**src/rtl/axil_arb_pkg.sv**
```systemverilog
// Shared types and constants for the AXI-Lite port arbiter and the bridge it serves.
package axil_arb_pkg;

    // Raw state encodings, kept as plain constants for legacy tooling.
    localparam logic [2:0] ST_IDLE    = 3'd0;
    localparam logic [2:0] ST_WR_REQ  = 3'd1;
    localparam logic [2:0] ST_WR_RESP = 3'd2;
    localparam logic [2:0] ST_RD_ADDR = 3'd3;
    localparam logic [2:0] ST_RD_DATA = 3'd4;

    typedef enum logic [2:0] {
        IDLE    = ST_IDLE,
        WR_REQ  = ST_WR_REQ,
        WR_RESP = ST_WR_RESP,
        RD_ADDR = ST_RD_ADDR,
        RD_DATA = ST_RD_DATA
    } arb_state_t;

    // AXI-Lite response codes shared with the bridge datapath.
    localparam logic [1:0] OKAY   = 2'b00;
    localparam logic [1:0] SLVERR = 2'b10;
    localparam logic [1:0] DECERR = 2'b11;

endpackage

```
**src/rtl/axil_port_arbiter_if.sv**
```systemverilog
// Valid/ready handshake pairs of the shared AXI-Lite master port.
interface axil_port_arbiter_if;
    logic awvalid;
    logic awready;
    logic wvalid;
    logic wready;
    logic bvalid;
    logic bready;
    logic arvalid;
    logic arready;
    logic rvalid;
    logic rready;

    modport master (
        output awvalid, wvalid, bready, arvalid, rready,
        input  awready, wready, bvalid, arready, rvalid
    );

    modport slave (
        input  awvalid, wvalid, bready, arvalid, rready,
        output awready, wready, bvalid, arready, rvalid
    );

    // Passive view: the arbiter only watches handshakes, it never drives the bus.
    modport monitor (
        input awvalid, awready, wvalid, wready, bvalid, bready,
              arvalid, arready, rvalid, rready
    );
endinterface

```
**src/rtl/axil_rr_pick.sv**
```systemverilog
// Combinational rotating-priority picker: first set req bit after position last.
module axil_rr_pick #(
    parameter  int N_REQ = 2,
    localparam int IDX_W = $clog2(N_REQ)
) (
    input  logic [N_REQ-1:0] req,
    input  logic [IDX_W-1:0] last,
    output logic             found,
    output logic [IDX_W-1:0] idx
);
    // One extra bit so last+k never overflows before the modulo fold.
    localparam logic [IDX_W:0] N_L = (IDX_W+1)'(N_REQ);

    logic [IDX_W:0] w_pos;

    // Scan from the farthest candidate to the nearest so the nearest match wins.
    always_comb begin
        found = 1'b0;
        idx   = '0;
        w_pos = '0;
        for (int k = N_REQ; k >= 1; k--) begin
            w_pos = {1'b0, last} + (IDX_W+1)'(k);
            if (w_pos >= N_L) begin
                w_pos = w_pos - N_L;
            end
            if (req[w_pos[IDX_W-1:0]]) begin
                found = 1'b1;
                idx   = w_pos[IDX_W-1:0];
            end
        end
    end
endmodule

```
**src/rtl/axil_port_arbiter.sv**
```systemverilog
// Round-robin arbiter/sequencer sharing one AXI-Lite master port among N_REQ requesters.
module axil_port_arbiter
    import axil_arb_pkg::*;
#(
    parameter  int N_REQ          = 2,
    parameter  int TIMEOUT_CYCLES = 256,
    localparam int IDX_W          = $clog2(N_REQ)
) (
    input  logic                        clk,
    input  logic                        rst_n,
    input  logic [N_REQ-1:0]            req,
    input  logic [N_REQ-1:0]            req_we,
    output logic [N_REQ-1:0]            grant,
    output logic [IDX_W-1:0]            grant_idx,
    output logic                        grant_we,
    output logic                        busy,
    axil_port_arbiter_if.monitor        m_axil,
    output logic                        timeout,
    output logic [IDX_W-1:0]            timeout_idx
);
    arb_state_t       r_state;
    logic [N_REQ-1:0] r_grant;
    logic [IDX_W-1:0] r_grant_idx;
    logic             r_grant_we;
    logic             r_busy;
    logic [IDX_W-1:0] r_last;
    logic             r_aw_done;
    logic             r_w_done;
    logic             r_timeout;
    logic [IDX_W-1:0] r_timeout_idx;

    logic             w_pick_found;
    logic [IDX_W-1:0] w_pick_idx;
    logic [N_REQ-1:0] w_pick_onehot;
    logic             w_aw_hs, w_w_hs, w_b_hs, w_ar_hs, w_r_hs;
    logic             w_track_hs;
    logic             w_complete;
    logic             w_expire;

    axil_rr_pick #(.N_REQ(N_REQ)) u_pick (
        .req   (req),
        .last  (r_last),
        .found (w_pick_found),
        .idx   (w_pick_idx)
    );

    for (genvar gi = 0; gi < N_REQ; gi++) begin : g_onehot
        assign w_pick_onehot[gi] = (w_pick_idx == IDX_W'(gi));
    end

    assign w_aw_hs = m_axil.awvalid & m_axil.awready;
    assign w_w_hs  = m_axil.wvalid  & m_axil.wready;
    assign w_b_hs  = m_axil.bvalid  & m_axil.bready;
    assign w_ar_hs = m_axil.arvalid & m_axil.arready;
    assign w_r_hs  = m_axil.rvalid  & m_axil.rready;

    // Only handshakes on the channel(s) owned by the current state count as progress.
    always_comb begin
        w_track_hs = 1'b0;
        w_complete = 1'b0;
        case (r_state)
            WR_REQ:  w_track_hs = w_aw_hs | w_w_hs;
            WR_RESP: begin w_track_hs = w_b_hs; w_complete = w_b_hs; end
            RD_ADDR: w_track_hs = w_ar_hs;
            RD_DATA: begin w_track_hs = w_r_hs; w_complete = w_r_hs; end
            default: ;
        endcase
    end

    if (TIMEOUT_CYCLES > 0) begin : g_wdog
        localparam int CNT_W = $clog2(TIMEOUT_CYCLES + 1);
        logic [CNT_W-1:0] r_cnt;

        // Stall counter: idle or any tracked progress clears it; it saturates otherwise.
        always_ff @(posedge clk or negedge rst_n) begin
            if (!rst_n) begin
                r_cnt <= '0;
            end else if (r_state == IDLE || w_track_hs) begin
                r_cnt <= '0;
            end else if (r_cnt != CNT_W'(TIMEOUT_CYCLES)) begin
                r_cnt <= r_cnt + CNT_W'(1);
            end
        end

        // Any tracked handshake (including a completing one) preempts expiry.
        assign w_expire = (r_state != IDLE) && !w_track_hs &&
                          (r_cnt == CNT_W'(TIMEOUT_CYCLES - 1));
    end else begin : g_no_wdog
        assign w_expire = 1'b0;
    end

    // Grant/transaction sequencer; release happens on completion or watchdog expiry.
    always_ff @(posedge clk or negedge rst_n) begin
        if (!rst_n) begin
            r_state       <= IDLE;
            r_grant       <= '0;
            r_grant_idx   <= '0;
            r_grant_we    <= 1'b0;
            r_busy        <= 1'b0;
            r_last        <= IDX_W'(N_REQ - 1);
            r_aw_done     <= 1'b0;
            r_w_done      <= 1'b0;
            r_timeout     <= 1'b0;
            r_timeout_idx <= '0;
        end else begin
            r_timeout <= 1'b0;
            if (w_complete || w_expire) begin
                r_state   <= IDLE;
                r_grant   <= '0;
                r_busy    <= 1'b0;
                r_aw_done <= 1'b0;
                r_w_done  <= 1'b0;
                if (w_expire) begin
                    r_timeout     <= 1'b1;
                    r_timeout_idx <= r_grant_idx;
                end
            end else begin
                case (r_state)
                    IDLE: begin
                        if (w_pick_found) begin
                            r_grant     <= w_pick_onehot;
                            r_grant_idx <= w_pick_idx;
                            r_grant_we  <= req_we[w_pick_idx];
                            r_busy      <= 1'b1;
                            r_last      <= w_pick_idx;
                            r_state     <= req_we[w_pick_idx] ? WR_REQ : RD_ADDR;
                        end
                    end
                    WR_REQ: begin
                        if (w_aw_hs) r_aw_done <= 1'b1;
                        if (w_w_hs)  r_w_done  <= 1'b1;
                        if ((r_aw_done || w_aw_hs) && (r_w_done || w_w_hs)) begin
                            r_state <= WR_RESP;
                        end
                    end
                    RD_ADDR: begin
                        if (w_ar_hs) r_state <= RD_DATA;
                    end
                    default: ;
                endcase
            end
        end
    end

    assign grant       = r_grant;
    assign grant_idx   = r_grant_idx;
    assign grant_we    = r_grant_we;
    assign busy        = r_busy;
    assign timeout     = r_timeout;
    assign timeout_idx = r_timeout_idx;
endmodule

```
**src/flat_wrapper.sv**
```systemverilog
// flat-port wrapper written by rule: the top's interface ports become plain ports
module axil_port_arbiter_flat import axil_arb_pkg::*;
#(
    parameter  int N_REQ          = 2,
    parameter  int TIMEOUT_CYCLES = 256,
    localparam int IDX_W          = $clog2(N_REQ)
)
  (clk, rst_n, req, req_we, grant, grant_idx, grant_we, busy, timeout, timeout_idx, m_axil_awvalid, m_axil_awready, m_axil_wvalid, m_axil_wready, m_axil_bvalid, m_axil_bready, m_axil_arvalid, m_axil_arready, m_axil_rvalid, m_axil_rready);
  axil_port_arbiter_if m_axil_i ();
  input  logic clk;
  input  logic rst_n;
  input  logic [N_REQ-1:0] req;
  input  logic [N_REQ-1:0] req_we;
  output logic [N_REQ-1:0] grant;
  output logic [IDX_W-1:0] grant_idx;
  output logic grant_we;
  output logic busy;
  output logic timeout;
  output logic [IDX_W-1:0] timeout_idx;
  input wire logic [$bits(m_axil_i.awvalid)-1:0] m_axil_awvalid;
  input wire logic [$bits(m_axil_i.awready)-1:0] m_axil_awready;
  input wire logic [$bits(m_axil_i.wvalid)-1:0] m_axil_wvalid;
  input wire logic [$bits(m_axil_i.wready)-1:0] m_axil_wready;
  input wire logic [$bits(m_axil_i.bvalid)-1:0] m_axil_bvalid;
  input wire logic [$bits(m_axil_i.bready)-1:0] m_axil_bready;
  input wire logic [$bits(m_axil_i.arvalid)-1:0] m_axil_arvalid;
  input wire logic [$bits(m_axil_i.arready)-1:0] m_axil_arready;
  input wire logic [$bits(m_axil_i.rvalid)-1:0] m_axil_rvalid;
  input wire logic [$bits(m_axil_i.rready)-1:0] m_axil_rready;
  assign m_axil_i.awvalid = m_axil_awvalid;
  assign m_axil_i.awready = m_axil_awready;
  assign m_axil_i.wvalid = m_axil_wvalid;
  assign m_axil_i.wready = m_axil_wready;
  assign m_axil_i.bvalid = m_axil_bvalid;
  assign m_axil_i.bready = m_axil_bready;
  assign m_axil_i.arvalid = m_axil_arvalid;
  assign m_axil_i.arready = m_axil_arready;
  assign m_axil_i.rvalid = m_axil_rvalid;
  assign m_axil_i.rready = m_axil_rready;
  axil_port_arbiter #(.N_REQ(N_REQ), .TIMEOUT_CYCLES(TIMEOUT_CYCLES)) u_core (.clk(clk), .rst_n(rst_n), .req(req), .req_we(req_we), .grant(grant), .grant_idx(grant_idx), .grant_we(grant_we), .busy(busy), .m_axil(m_axil_i), .timeout(timeout), .timeout_idx(timeout_idx));
endmodule
```
**config.mk**
```make
export PLATFORM = sky130hd
export DESIGN_NAME = axil_port_arbiter_flat
export DESIGN_NICKNAME = d
export VERILOG_FILES = /design/src/rtl/axil_arb_pkg.sv /design/src/rtl/axil_port_arbiter_if.sv /design/src/rtl/axil_rr_pick.sv /design/src/rtl/axil_port_arbiter.sv /design/src/flat_wrapper.sv
export SDC_FILE = /design/constraint.sdc
export NUM_CORES = 1
export LEC_CHECK = 0
export ABC_CLOCK_PERIOD_IN_PS = 5300
export CAP_MARGIN = 30
export CORE_MARGIN = 2
export CORE_UTILIZATION = 53
export CTS_CLUSTER_SIZE = 12
export DETAILED_ROUTE_END_ITERATION = 12
export GPL_ROUTABILITY_DRIVEN = 0
export PLACE_DENSITY = 0.82
export SLEW_MARGIN = 20
export SYNTH_ARGS = -nofsm -noshare
export SYNTH_HDL_FRONTEND = slang
export SYNTH_SLANG_ARGS = --single-unit
```
**constraint.sdc**
```tcl
create_clock -name clk -period 5.3 [get_ports clk]
set_clock_uncertainty 0.1 [all_clocks]
set_input_delay 1.06 -clock clk [delete_from_list [all_inputs] [get_ports clk]]
set_output_delay 1.06 -clock clk [all_outputs]
set_load 0.1 [all_outputs]
```
==> out/results.txt <==
status: finished, final reports clean
Final setup viols: 0
min Tclk post-route: 3.02 ns
Initial Utilization: 56.9%
ys flop type: dfrtp_1
DRT Pass-1 Iters: 4
Max-Cap Viols: 0
DR WL/cell: 13.8 um
total CTS buffers: 3
Nets: 154
critical path cell sequence: clkdlybuf4s50_1
pin count of the biggest net entering global routing: 23
initial drt markers: 31
HPWL after DPL: 1660 um
vias in the first global route: 845
crit path capture type: output port
post-cts sizing count: 0
cts hold-fix bufs: 0
final hold vios: 0
Avg Cell Area, Syn: 10.3 um2
Die H: 50.1 um
initial antenna violation count: 0
Post-synth ARST share: 100%
number of diodes: 0
fin crit share: 57.0%
power per cell area: 517 nW/um2
total gr overflow: 0
die width: 50.1 um
Root Buffer: clkbuf_4
Leakage: 0.628 nW
Worst EP required: 4.14 ns
cell count after synthesis: 110
# H-tree levels: 1
worst-case clock buffer depth: 2
Buf/Inv on CP: 1
post-CTS setup buffers: 0
Vias: 904
layout cell share with drive strength beyond 1: 6.72%
CTS tree: yes
critical path start-end classification: flop to output port
worst skew pair latency: 0.31 ns
I/O pin cnt: 23
largest vdd supply drop: 0.000534 V
Slew @ Worst Pin: 0.975 ns
Clock Sink Count: 22
Max-slew headroom: 34.8%
first-pass GRT wire length: 3710 um
antenna-violating nets left: 0
RSZ-0062 raised after global routing: no
total track usage: 20.1%
Synth Cell Area: 1130 um2
Worst Path Max Fanout: 3
final wirelength: 2220 um
Area contributors post-synth: dfrtp_1 47%, nor2_1 4.7%, xor2_1 3.9%
Hold WS: 0.408 ns
Total Neg Setup Slack: 0 ns
Max stage delay on crit path: 1.15 ns
Port-buffer cells: 22
Syn Nets: 129
Critical Path AT: 1.86 ns
number of synthesized register bits: 22
Core Region: 1980 um2
FMAX: 331 MHz
Area Growth Syn to Fin: 24.3%
clk slew on worst S/H paths: 0.11 ns
Seq/Total Area, Yosys: 48.9%
die area: 2510 um2
Slew Limit Fails: 0
vias per inst: 5.61
crit path max-delay cell type: clkdlybuf4s50_1
Ys Warns: 0
DRC: 0
number of flops mapped to enable cells by yosys: 0
Worst setup SP type: flop
Synth area leader: dfrtp_1
row count: 16
CP top delay family: buffers and inverters
top-area cell type share of the netlist area: 46.6%
hold crit path type: flop to flop
Synth cell types: 37
## metrics by stage
step | power (mW) | worst slack (ns) | util (%) | instances | cell area (um2)
2_1_floorplan | 0.566 | 3.23 | - | 110 | 1130
3_3_place_gp | 0.639 | 2.59 | 68.7 | 156 | 1360
3_5_place_dp | 0.647 | 2.55 | 68.7 | 156 | 1360
4_1_cts | 0.726 | 2.27 | 70.0 | 160 | 1390
5_1_grt | 0.771 | 2.25 | 70.8 | 161 | 1400
6_report | 0.725 | 2.28 | 70.8 | 161 | 1400
## sequential cells by signal (all words and copies together) (netlist names)
name,cells
u_core.timeout_idx,1
u_core.grant_idx,1
u_core.timeout,1
u_core.r_state,3
u_core.r_w_done,1
u_core.busy,1
u_core.r_aw_done,1
u_core.grant_we,1
u_core.g_wdog.r_cnt,9
u_core.grant,2
u_core.r_last,1
## synthesized netlist by cell type, drive strengths merged (2+ instances only)
cell type   n
a21oi       7
inv         5
nor4b       2
nor2       14
ha          3
a21o        3
o21ai       2
nand4b      3
and3        3
and2        2
a31oi       2
nand2      10
dfrtp      21
clkbuf      2
xor2        5
xnor2       2
nand3       4
or4         2
## power breakdown
group	internal [mW]	switching, mW
registers	0.224	0.0621
logic	0.124	0.236
clock network	0.0294	0.0495
total	0.377	0.348
## cell usage in the layout, fill, tap and decap left out, types with 2 or more instances in the layout
cell type	Yosys	routed
nand2_1	10	10
nor4b_1	2	2
a21oi_1	7	7
inv_1	5	5
dfrtp_1	21	21
clkdlybuf4s50_1	0	22
xnor2_1	2	2
and3_1	3	3
a31oi_1	2	2
nand4b_1	2	2
nor2_1	14	14
xor2_1	5	5
and2_1	2	2
or4_1	2	2
nand3_1	4	4
o21ai_1	2	2
a21o_1	3	3
clkbuf_4	0	3
ha_1	3	3
## final cells by class
type,count,area [um2]
clock buffer,4,26.3
tap,27,33.8
multi-input combinational,80,537
sequential,22,552
fill,145,579
timing repair buffer,23,235
inverter,5,18.8
## routing by layer
metal | part of all wire, % | vias to the layer above | global-route usage, % | wire length [um]
li1 | - | 435 | - | -
met1 | 47 | 434 | 27.3 | 1050
met2 | 45 | 31 | 30.9 | 1000
met3 | 5.5 | 4 | 3.87 | 121
met4 | 2.0 | 0 | 9.72 | 44
met5 | 0 | - | 0 | 0
## final timing paths
path	from	end	slack (ns)	depth (start not counted)
max	u_core.grant_idx	grant_idx	2.28	1
min	u_core.grant_we	u_core.grant_we	0.41	1
max reg2reg	u_core.g_wdog.r_cnt[0]	u_core.grant[0]	3.00	8
min reg2reg	u_core.grant_we	u_core.grant_we	0.41	1
max in group asynchronous	rst_n	u_core.grant_idx	3.80	2
min in group asynchronous	rst_n	u_core.grant_we	0.89	1
## kinds of logic (layout without fill, tap and decap cells)
logic type	after synthesis	after routing	share of synthesized area, %
AOI/OAI and AO/OA	22	22	13.7
DFF	22	22	48.9
xor gates and xnor gates	7	7	5.43
adders and majority gates	3	3	3.33
muxes	2	2	2.22
and+or+nand+nor	46	46	22.8
buffers and inverters	8	32	3.55
No activity file was read; power rests on OpenSTA's default activity.
